`src/rtl/dunc_timing_ctrl_pkg.sv`:
```
// Shared definitions for the dunc timing-and-control sequencer: opcodes,
// sequencer state encoding and default sizing.
package dunc_pkg;

  localparam int DUNC_NT_DEFAULT  = 4;
  localparam int DUNC_OPW_DEFAULT = 4;
  localparam int DUNC_CW_DEFAULT  = 16;

  localparam logic [3:0] OPC_NOP = 4'h0;
  localparam logic [3:0] OPC_LDA = 4'h1;
  localparam logic [3:0] OPC_STA = 4'h2;
  localparam logic [3:0] OPC_ADD = 4'h3;
  localparam logic [3:0] OPC_SUB = 4'h4;
  localparam logic [3:0] OPC_JMP = 4'h5;
  localparam logic [3:0] OPC_JZ  = 4'h6;
  localparam logic [3:0] OPC_HLT = 4'hF;

  typedef enum logic [1:0] {
    RUN_FETCH = 2'd0,
    RUN_EXEC  = 2'd1,
    HALT      = 2'd2
  } dunc_state_e;

  // True when at most one bit of an 8-bit (or narrower, zero-extended) vector is set.
  function automatic logic dunc_onehot0(input logic [7:0] v);
    int n;
    n = 0;
    for (int i = 0; i < 8; i++) n += int'(v[i]);
    return (n <= 1);
  endfunction

endpackage

```
`src/rtl/dunc_timing_ctrl_tring.sv`:
```
// NT-bit one-hot T-state ring: rotates each clock unless held, clears to all-zero,
// and restarts at T[0] on the first unheld clock after being cleared.
module dunc_tring
  import dunc_pkg::*;
#(
  parameter int NT = DUNC_NT_DEFAULT
) (
  input  logic          CLK,
  input  logic          RESET,
  input  logic          HOLD,
  input  logic          CLEAR,
  output logic [NT-1:0] T
);

  logic [NT-1:0] t_reg;
  logic [NT-1:0] t_next;

  // An all-zero ring re-enters at T[0] through the feedback into bit 0.
  assign t_next[0] = t_reg[NT-1] | (t_reg == '0);

  genvar gi;
  generate
    for (gi = 1; gi < NT; gi++) begin : g_rot
      assign t_next[gi] = t_reg[gi-1];
    end
  endgenerate

  always_ff @(posedge CLK or negedge RESET) begin
    if (!RESET) begin
      t_reg <= NT'(1);
    end else if (CLEAR) begin
      t_reg <= '0;
    end else if (!HOLD) begin
      t_reg <= t_next;
    end
  end

  assign T = t_reg;

  a_ring_onehot0: assert property (@(posedge CLK) disable iff (!RESET)
    dunc_onehot0(8'(t_reg)));

endmodule

```
`src/rtl/dunc_timing_ctrl.sv`:
```
// dunc timing-and-control sequencer: T ring, FETCH/EXECUTE phase, STA write chain,
// wait states, halt/resume and retire counter. Optional single-step: DUNC_SINGLE_STEP_EN.
module dunc_timing_ctrl
  import dunc_pkg::*;
#(
  parameter int              NT     = DUNC_NT_DEFAULT,
  parameter int              OPW    = DUNC_OPW_DEFAULT,
  parameter logic [OPW-1:0]  OP_STA = OPW'(OPC_STA),
  parameter int              CW     = DUNC_CW_DEFAULT
) (
  input  logic           CLK,
  input  logic           RESET,
`ifdef DUNC_SINGLE_STEP_EN
  input  logic           STEP,
`endif
  input  logic [OPW-1:0] OPCODE,
  input  logic           MEM_READY,
  input  logic           HALT_REQ,
  output logic [NT-1:0]  T,
  output logic           FETCH,
  output logic           EXECUTE,
  output logic           IR_LOAD,
  output logic           PC_INC,
  output logic           I_STA,
  output logic           SETWRITE,
  output logic           CLRWRITE,
  output logic           WRITE,
  output logic           DO_WRITE,
  output logic           HALTED,
  output logic [CW-1:0]  INSTR_CNT
);

  dunc_state_e   state_reg;
  logic [NT-1:0] t_vec;
  logic          t_last;
  logic          wrap;
  logic          exec_wrap;
  logic          go_halt;
  logic          leave_halt;
  logic          ring_hold;
  logic          ring_clear;
  logic          write_reg;
  logic [CW-1:0] cnt_reg;

  assign FETCH   = (state_reg == RUN_FETCH);
  assign EXECUTE = (state_reg == RUN_EXEC);
  assign HALTED  = (state_reg == HALT);

  // The ring is all-zero while halted, so t_last (and every strobe) is quiet there.
  assign t_last    = t_vec[NT-1];
  assign wrap      = t_last & MEM_READY;
  assign exec_wrap = EXECUTE & wrap;

`ifdef DUNC_SINGLE_STEP_EN
  // A stepped instruction re-enters HALT at its execute wrap regardless of HALT_REQ;
  // while the feature is present HALT is left only through a STEP rising edge.
  logic step_prev_reg;
  logic step_mode_reg;
  logic step_rise;

  assign step_rise  = STEP & ~step_prev_reg;
  assign leave_halt = HALTED & step_rise;
  assign go_halt    = exec_wrap & (HALT_REQ | step_mode_reg);

  always_ff @(posedge CLK or negedge RESET) begin
    if (!RESET) begin
      step_prev_reg <= 1'b0;
      step_mode_reg <= 1'b0;
    end else begin
      step_prev_reg <= STEP;
      if (leave_halt) begin
        step_mode_reg <= 1'b1;
      end else if (exec_wrap) begin
        step_mode_reg <= 1'b0;
      end
    end
  end
`else
  assign leave_halt = HALTED & ~HALT_REQ;
  assign go_halt    = exec_wrap & HALT_REQ;
`endif

  assign ring_hold  = t_last & ~MEM_READY;
  assign ring_clear = go_halt | (HALTED & ~leave_halt);

  dunc_tring #(
    .NT (NT)
  ) u_tring (
    .CLK   (CLK),
    .RESET (RESET),
    .HOLD  (ring_hold),
    .CLEAR (ring_clear),
    .T     (t_vec)
  );

  always_ff @(posedge CLK or negedge RESET) begin
    if (!RESET) begin
      state_reg <= RUN_FETCH;
    end else begin
      case (state_reg)
        RUN_FETCH: if (wrap) state_reg <= RUN_EXEC;
        RUN_EXEC:  if (wrap) state_reg <= go_halt ? HALT : RUN_FETCH;
        HALT:      if (leave_halt) state_reg <= RUN_FETCH;
        default:   state_reg <= RUN_FETCH;
      endcase
    end
  end

  assign T        = t_vec;
  assign IR_LOAD  = FETCH & wrap;
  assign PC_INC   = FETCH & wrap;
  assign I_STA    = EXECUTE & (OPCODE == OP_STA);
  assign SETWRITE = I_STA & t_vec[0];
  assign DO_WRITE = write_reg & t_last;
  assign CLRWRITE = write_reg & wrap;

  // Set has priority over clear on the write-pending flag.
  always_ff @(posedge CLK or negedge RESET) begin
    if (!RESET) begin
      write_reg <= 1'b0;
    end else if (SETWRITE) begin
      write_reg <= 1'b1;
    end else if (CLRWRITE) begin
      write_reg <= 1'b0;
    end
  end

  assign WRITE = write_reg;

  always_ff @(posedge CLK or negedge RESET) begin
    if (!RESET) begin
      cnt_reg <= '0;
    end else if (exec_wrap) begin
      cnt_reg <= cnt_reg + CW'(1);
    end
  end

  assign INSTR_CNT = cnt_reg;

  a_set_clr_exclusive: assert property (@(posedge CLK) disable iff (!RESET)
    !(SETWRITE && CLRWRITE));

endmodule

```
`config.mk`:
```
export PLATFORM = sky130hd
export DESIGN_NAME = dunc_timing_ctrl
export DESIGN_NICKNAME = d
export VERILOG_FILES = /design/src/rtl/dunc_timing_ctrl_pkg.sv /design/src/rtl/dunc_timing_ctrl_tring.sv /design/src/rtl/dunc_timing_ctrl.sv
export SDC_FILE = /design/constraint.sdc
export NUM_CORES = 1
export LEC_CHECK = 0
export ABC_AREA = 1
export BUFFER_PORTS_ARGS = -buffer_cell sky130_fd_sc_hd__buf_2
export CORE_UTILIZATION = 53
export DETAILED_ROUTE_END_ITERATION = 8
export PLACE_DENSITY = 0.85
export RECOVER_POWER = 50
export SLEW_MARGIN = 20
export SYNTH_ARGS = -nofsm -noshare
export SYNTH_HDL_FRONTEND = slang
export SYNTH_SLANG_ARGS = --single-unit
```
`constraint.sdc`:
```
create_clock -name CLK -period 3.15 [get_ports CLK]
set_input_delay 0.945 -clock CLK [delete_from_list [all_inputs] [get_ports CLK]]
set_output_delay 0.945 -clock CLK [all_outputs]
set_load 0.02 [all_outputs]
```
Word level (Yosys, flattened, before mapping) --
Index checks and enable logic that the tools add are counted.
Word-level totals: flip-flop bits (word level) 23, logic and storage cells 41, output and inout port bits 30, bits of input ports 8
Operators by class: eq/ne operators 7, reduce and logical (&&, ||, !) cells 4, multiplexer cells 9, bitwise logic cells 16, $add $sub $neg 1
Operator list (number):
- $add A16 B1 Y16 const B | 1
- $and A1 B1 Y1 | 11
- $mux W2 | 4
- $mux W4 | 2
- $ne A2 B1 Y1 const B | 3
- $pmux W2 S3 | 1
- $eq A4 B2 Y1 const B | 1
- $logic_not A4 Y1 | 1
- $not A1 Y1 | 3
- $reduce_and A3 Y1 | 1
- $eq A2 B1 Y1 const B | 1
- $eq A2 B2 Y1 const B | 1
- $logic_not A2 Y1 | 1
- $mux W1 | 2
- $ne A2 B2 Y1 const B | 1
- $or A1 B1 Y1 | 2
- $reduce_bool A2 Y1 | 1

Depth between registers and ports, before layout --
Gate-level depths: netlist (run 1).
depth in word-level cells 6, mapped depth 10, gate-level depth less buffers 9

Modules after synthesis --
Synthesis (run 1) repeated with hierarchy kept, for this count alone.
Second synthesis, totals: cells, all modules 155, area, all modules 1296.2 um2
By module, submodules not included:
- dunc_timing_ctrl | cells each 134, seq. area each 475.5 um2, area each 1121.1 um2, instances 1
- dunc_tring | cells each 21, seq. area each 101.3 um2, area each 175.2 um2, instances 1

Least setup slack after synthesis (run 1) --
Ideal clock, no wire load.
path kind input -> output, start input MEM_READY, end output PC_INC, arrival 1833 ps, cell stages on the path 3, buffers on the path 1, path slack 372 ps, required time 2205 ps, path through nand2_2 -> nor3_1 -> buf_4
On the way: word-level cells in the longest chain between the ends 2
RTL lines:
- start: declaration | RTL line dunc_timing_ctrl.sv:17 | input logic MEM_READY,
- $and A1 B1 Y1 | RTL line dunc_timing_ctrl.sv:51 | assign wrap = t_last & MEM_READY;
- $and A1 B1 Y1
- end: declaration | RTL line dunc_timing_ctrl.sv:23 | output logic PC_INC,
Every way passes these cells.

Final worst setup path (run 1) --
start input MEM_READY, end output IR_LOAD
On the way: word-level cells in the longest chain between the ends 2
RTL lines:
- $and A1 B1 Y1 | RTL line dunc_timing_ctrl.sv:51
- $and A1 B1 Y1 | RTL line dunc_timing_ctrl.sv:110 | assign IR_LOAD = FETCH & wrap;
- end: declaration | RTL line dunc_timing_ctrl.sv:22 | output logic IR_LOAD,
Every way passes these cells.

==> results of run 1 <==
-- logic make-up after synthesis --
group / share of synthesized area
xor gates and xnor gates: 0.07276
AOI/OAI and AO/OA: 0.03431
adders and majority gates: 0.01039
buffers and inverters: 0.09356
DFF: 0.4792
and+or+nand+nor: 0.3098
-- placed cells by master, fill, tap and decap left out, drive strengths merged --
| cell | synthesis | routed |
|---|---|---|
| a21oi | 1 | 1 |
| a31oi | 1 | 1 |
| buf | 2 | 35 |
| clkbuf | 0 | 5 |
| clkinv | 0 | 1 |
| dfrtp | 22 | 22 |
| dfstp | 1 | 1 |
| ha | 1 | 1 |
| inv | 25 | 25 |
| nand2 | 39 | 39 |
| nand3 | 7 | 7 |
| nand3b | 2 | 2 |
| nand4 | 5 | 5 |
| nor2 | 22 | 22 |
| nor3 | 5 | 5 |
| o21a | 1 | 1 |
| o21ai | 2 | 2 |
| o21bai | 1 | 1 |
| xnor2 | 4 | 4 |
| xor2 | 6 | 6 |
-- stage by stage --
stage                     cell area [um^2]  utilization  setup slack [ns]  std cells
final                                 1413       0.6918            0.5503        213
after global routing                  1413       0.6918            0.4373        213
after CTS                             1431       0.7010            0.5868        213
after detailed placement              1404       0.6875            0.5889        209
after global placement                1404       0.6875            0.6371        209
after floorplan                       1204            -            0.3724        147
-- layout make-up --
cell class / count / area, um^2 / area share
clock buffer: 3 / 22.52 / 0.01594
clock inverter: 1 / 5.005 / 0.003543
inverter: 25 / 93.84 / 0.06643
multi-input combinational: 97 / 498.0 / 0.3525
sequential: 23 / 576.8 / 0.4083
tap: 27 / 33.78 / 0.02392
timing repair buffer: 37 / 182.7 / 0.1293
-- per-layer routing --
metal,wire [um],global-route usage
met1,1056,0.2590
met2,1148,0.3559
met3,74,0.02778
met4,13,0.07143
met5,0,0
-- worst max-delay path: cells and delay by family --
family / cells / cell delay (ns)
AND/OR/NAND/NOR: 2 / 0.37
buffers and inverters: 2 / 0.35
-- where the power goes --
part	switching [W]	total, W	internal (W)
clock	0.0000865	0.000134	0.0000475
combinational	0.000232	0.000353	0.000121
sequential	0.0000660	0.000429	0.000363
total	0.000384	0.000915	0.000531
-- final timing paths --
| check | end | from | cells past startpoint |
|---|---|---|---|
| max in group asynchronous | INSTR_CNT[2] | RESET | 1 |
| max | IR_LOAD | MEM_READY | 4 |
| max reg2reg | INSTR_CNT[15] | state_reg[1] | 8 |
| min | INSTR_CNT[15] | INSTR_CNT[15] | 2 |
| min reg2reg | INSTR_CNT[15] | INSTR_CNT[15] | 2 |
| min in group asynchronous | INSTR_CNT[6] | RESET | 1 |
==> impl_metrics.csv, run 1 <==
group,metric,value,unit
sta,fmax,384.7,MHz
global_route,grt_max_degree,24,
sta,period_share,0.8253,
placement,portBuffers,37,
routing,wirelength,2293,um
yosys,syn_area_per_cell,8.188,um^2
setup_path,path_class,"in -> out",
sta,tightest_slew,1.187,ns
final_layout,nNetsFinal,196,
placement,routabilityCongestion,0.8363,
yosys,ys.flop_type,"dfrtp_1",
sta,fin_crit,2.600,ns
die,die_width,49.66,um
clocking,cts_buffers,3,
setup_path,start_kind,"input pin",
global_route,overflow,0,
final_layout,drive_gt1_frac,0.2473,
clocking,clkSinkCount,23,
sta,max_slew_margin,0.2085,
setup_path,cp.required,2.20,ns
final_layout,antenna-diode-count,0,
clocking,htreeDepth,1,
die,die_y,49.66,um
setup_path,r2r_slack,1.12,ns
clocking,postCtsSetupRepairBufs,0,
routing,wire_per_inst,10.77,um
die,ios,38,
sta,finalSetupViolCount,0,
yosys,synth_cell_types,24,
routing,vias,1035,
yosys,synth_top_area_frac,0.4574,
clocking,cts_tree,"done",
job,cap_violations,0,
final_layout,syn_to_final_growth,17.36,%
setup_path,endpoint_kind,"primary output",
clocking,clk_pin_slew,0.12,ns
sta,fin_tns_setup,0,ns
global_route,grt_pass1_wl,3850,um
yosys,async_flop_share,1.000,
clocking,hold_buffers,0,
routing,ant_nets,0,
yosys,ys_warn_count,0,
die,core_area,2042,um^2
global_route,antenna_found_initial,0,
setup_path,slowest_delay,0.25,ns
yosys,synth_top_cells_by_count,"36 x nand2_1, 25 x inv_1, 22 x dfrtp_1, 18 x nor2_1, 7 x nand3_1",
sta,rsz0062_at_grt,"no",
sta,drv_slew,0,
sta,whs,0.5180,ns
yosys,synth-seq-cells,23,
yosys,syn_area,1204,um^2
routing,drc_errors,0,
setup_path,arrival,1.65,ns
yosys,seq_area_frac_synth,0.4792,
status,status,"complete, no violations",
clocking,clk_path_buf_depth,2,
placement,dpl.hpwl,1833,um
yosys,syn_nets,156,
clocking,insertion_delay,0.31,ns
clocking,cts_root_buf,"clkbuf_4",
yosys,synth.most_common_cell,"nand2_1",
setup_path,path_cells,"clkbuf_1, nand2_1, nor3_1, buf_2",
die,initial_utilization,0.5895,
routing,dr.first_iter.drc_count,28,
final_layout,nFillCells,178,
power_and_ir_drop,p_leak,0.8377,nW
routing,drtPass1Iterations,4,
die,dieArea,2466,um^2
sta,finalHoldViolations,0,
clocking,cts-resized-gates,0,
global_route,grtUsageTotal,0.2049,
sta,finalClockSkew,0.002792,ns
yosys,synthCells,147,
yosys,ys_top_cells_by_area,"dfrtp_1 46%, nand2_1 11%, inv_1 7.8%",
power_and_ir_drop,irDropWorstVdd,0.5644,mV
hold_path,worstHoldPathType,"reg -> reg",
routing,via_per_inst,4.859,
final_layout,largest_reg_flops,16,
power_and_ir_drop,powerDensity,647.8,nW/um^2
power_and_ir_drop,total_power,0.0009150,W
die,rows,16,
setup_path,worst-path-max-fanout,4,
global_route,grt_pass1_vias,947,
yosys,yosysTopAreaCell,"dfrtp_1",
setup_path,crit_slowest_cell,"nor3_1",
yosys,synth_edf_count,0,
(Power assumes the default switching activity.)
==> inputs of run 2 (changes only) <==
Settings changed: CORE_UTILIZATION 53 to 50, PLACE_DENSITY 0.85 to 0.81.
Clock period 3.15 ns to 2.7 ns, I/O delays scaled along.
==> run 2 against run 1 <==
  * Design area fell by 0.27%
  * Die area rose by 5.8%
  * Global-route usage rose by 0.27 points
  * Combinational power rose by 15%
  * Wire length rose by 3.3%
  * Sequential power rose by 16%
  * Worst hold slack improved by 0.0020 ns
  * Critical path depth rose by 3
  * Largest power group unchanged
  * Count of clock-buffer cells in the layout rose by 1
  * Largest cell class unchanged
  * Clock power rose by 19%
==> impl_metrics.csv, run 2 (same netlist as run 1, synthesis figures left out) <==
group,metric,value,unit
status,status,"complete, no violations",
final_layout,syn_to_final_growth,17.05,%
final_layout,nNetsFinal,196,
job,cap_violations,0,
setup_path,slowest_delay,0.15,ns
routing,wire_per_inst,11.07,um
sta,finalSetupViolCount,0,
clocking,cts-resized-gates,0,
setup_path,path_cells,"buf_2, nor2_1, nand3b_1, nor2_1, nand2_1, inv_1, buf_2",
sta,worst_slack,0.3261,ns
routing,wirelength,2368,um
final_layout,largest_reg_flops,16,
power_and_ir_drop,powerDensity,756.4,nW/um^2
power_and_ir_drop,irDropWorstVdd,0.5499,mV
hold_path,hold_depth,1,
clocking,postCtsSetupRepairBufs,0,
final_layout,fin_area,1409,um^2
setup_path,cp.required,1.89,ns
clocking,cts_tree,"done",
setup_path,endpoint_kind,"primary output",
final_layout,antenna-diode-count,0,
global_route,grt_max_degree,24,
clocking,insertion_delay,0.32,ns
sta,tightest_slew,1.171,ns
final_layout,fin_util,0.6308,
setup_path,worst-path-max-fanout,2,
die,rows,17,
hold_path,worstHoldPathType,"reg -> reg",
sta,finalClockSkew,0.01538,ns
clocking,cts_buffers,3,
clocking,cts_root_buf,"clkbuf_4",
placement,dp_slack,0.3426,ns
sta,finalHoldViolations,0,
final_layout,layout.cells.most_common_list,"37 x nand2_1, 35 x buf_2, 25 x inv_1",
setup_path,path_class,"in -> out",
sta,fin_crit,2.374,ns
setup_path,arrival,1.56,ns
sta,fmax,421.2,MHz
routing,drc_errors,0,
setup_path,crit_slowest_cell,"nor2_1",
sta,max_slew_margin,0.2192,
sta,drv_slew,0,
routing,drtPass1Iterations,4,
placement,routabilityCongestion,0.8292,
final_layout,nFillCells,213,
die,initial_utilization,0.5389,
setup_path,start_kind,"input pin",
sta,rsz0062_at_grt,"no",
die,dieArea,2608,um^2
routing,ant_nets,0,
sta,fin_tns_setup,0,ns
clocking,clkSinkCount,23,
clocking,clk_path_buf_depth,2,
global_route,antenna_found_initial,0,
clocking,clk_pin_slew,0.11,ns
sta,period_share,0.8792,
placement,dpl.hpwl,1910,um
placement,place_area,1405,um^2
routing,vias,1052,
setup_path,reg2reg_depth,8,
power_and_ir_drop,total_power,0.001066,W
routing,dr.first_iter.drc_count,36,
power_and_ir_drop,p_leak,0.8346,nW
die,ios,38,
global_route,grt_pass1_vias,961,
die,core_area,2233,um^2
final_layout,final_common_cell,"nand2_1",
clocking,htreeDepth,1,
placement,portBuffers,37,
routing,via_per_inst,4.916,
die,die_y,51.07,um
final_layout,drive_gt1_frac,0.2366,
die,die_width,51.07,um
global_route,grtUsageTotal,0.2075,
clocking,hold_buffers,0,
global_route,overflow,0,
global_route,grt_pass1_wl,4029,um
[run 2: cell types whose count changed in the layout (fill, tap and decap cells not counted)]
cell,delta
clkinv_2,-1
clkbuf_1,+1
a21oi_2,-1
a21oi_1,+1
[run 2: layout make-up]
class / instances / area [um^2] / area share
Clock buffer: 4 / 26.28 / 0.01865
Inverter: 25 / 93.84 / 0.06661
Multi-Input combinational cell: 97 / 494.2 / 0.3508
Sequential cell: 23 / 576.8 / 0.4094
Tap cell: 28 / 35.03 / 0.02487
Timing Repair Buffer: 37 / 182.7 / 0.1297
[run 2: metal layers]
| layer | up-vias | wire, um | track usage |
|---|---|---|---|
| met5 | - | 0 | 0 |
| met4 | 0 | 52 | 0.1065 |
| met3 | 6 | 94 | 0.02679 |
| met2 | 22 | 1175 | 0.3333 |
| met1 | 497 | 1046 | 0.2733 |
| li1 | 527 | - | - |
[run 2: through the flow]
step | hold slack (ns) | std cells
floorplan | 0.5144 | 147
global placement | 0.4727 | 210
detailed placement | 0.4968 | 210
CTS | 0.4513 | 214
global route | 0.5444 | 214
finish | 0.5200 | 214
[run 2: worst max-delay path: cells and delay by family]
kind | cells | cell delay, ns
AND/OR/NAND/NOR | 4 | 0.45
buffers and inverters | 3 | 0.30
[run 2: path summary, 6_finish.rpt]
kind,from,endpoint,slack (ns)
max,OPCODE[3],SETWRITE,0.33
min in group asynchronous,RESET,INSTR_CNT[6],0.69
max in group asynchronous,RESET,WRITE,1.30
min,INSTR_CNT[5],INSTR_CNT[5],0.52
max reg2reg,state_reg[1],INSTR_CNT[15],0.66
min reg2reg,INSTR_CNT[5],INSTR_CNT[5],0.52
[run 2: report_power, final]
group          leakage (nW)  switching [W]  internal [W]
clock                0.0150       0.000103     0.0000577
combinational         0.527       0.000269      0.000138
sequential            0.293      0.0000752      0.000423
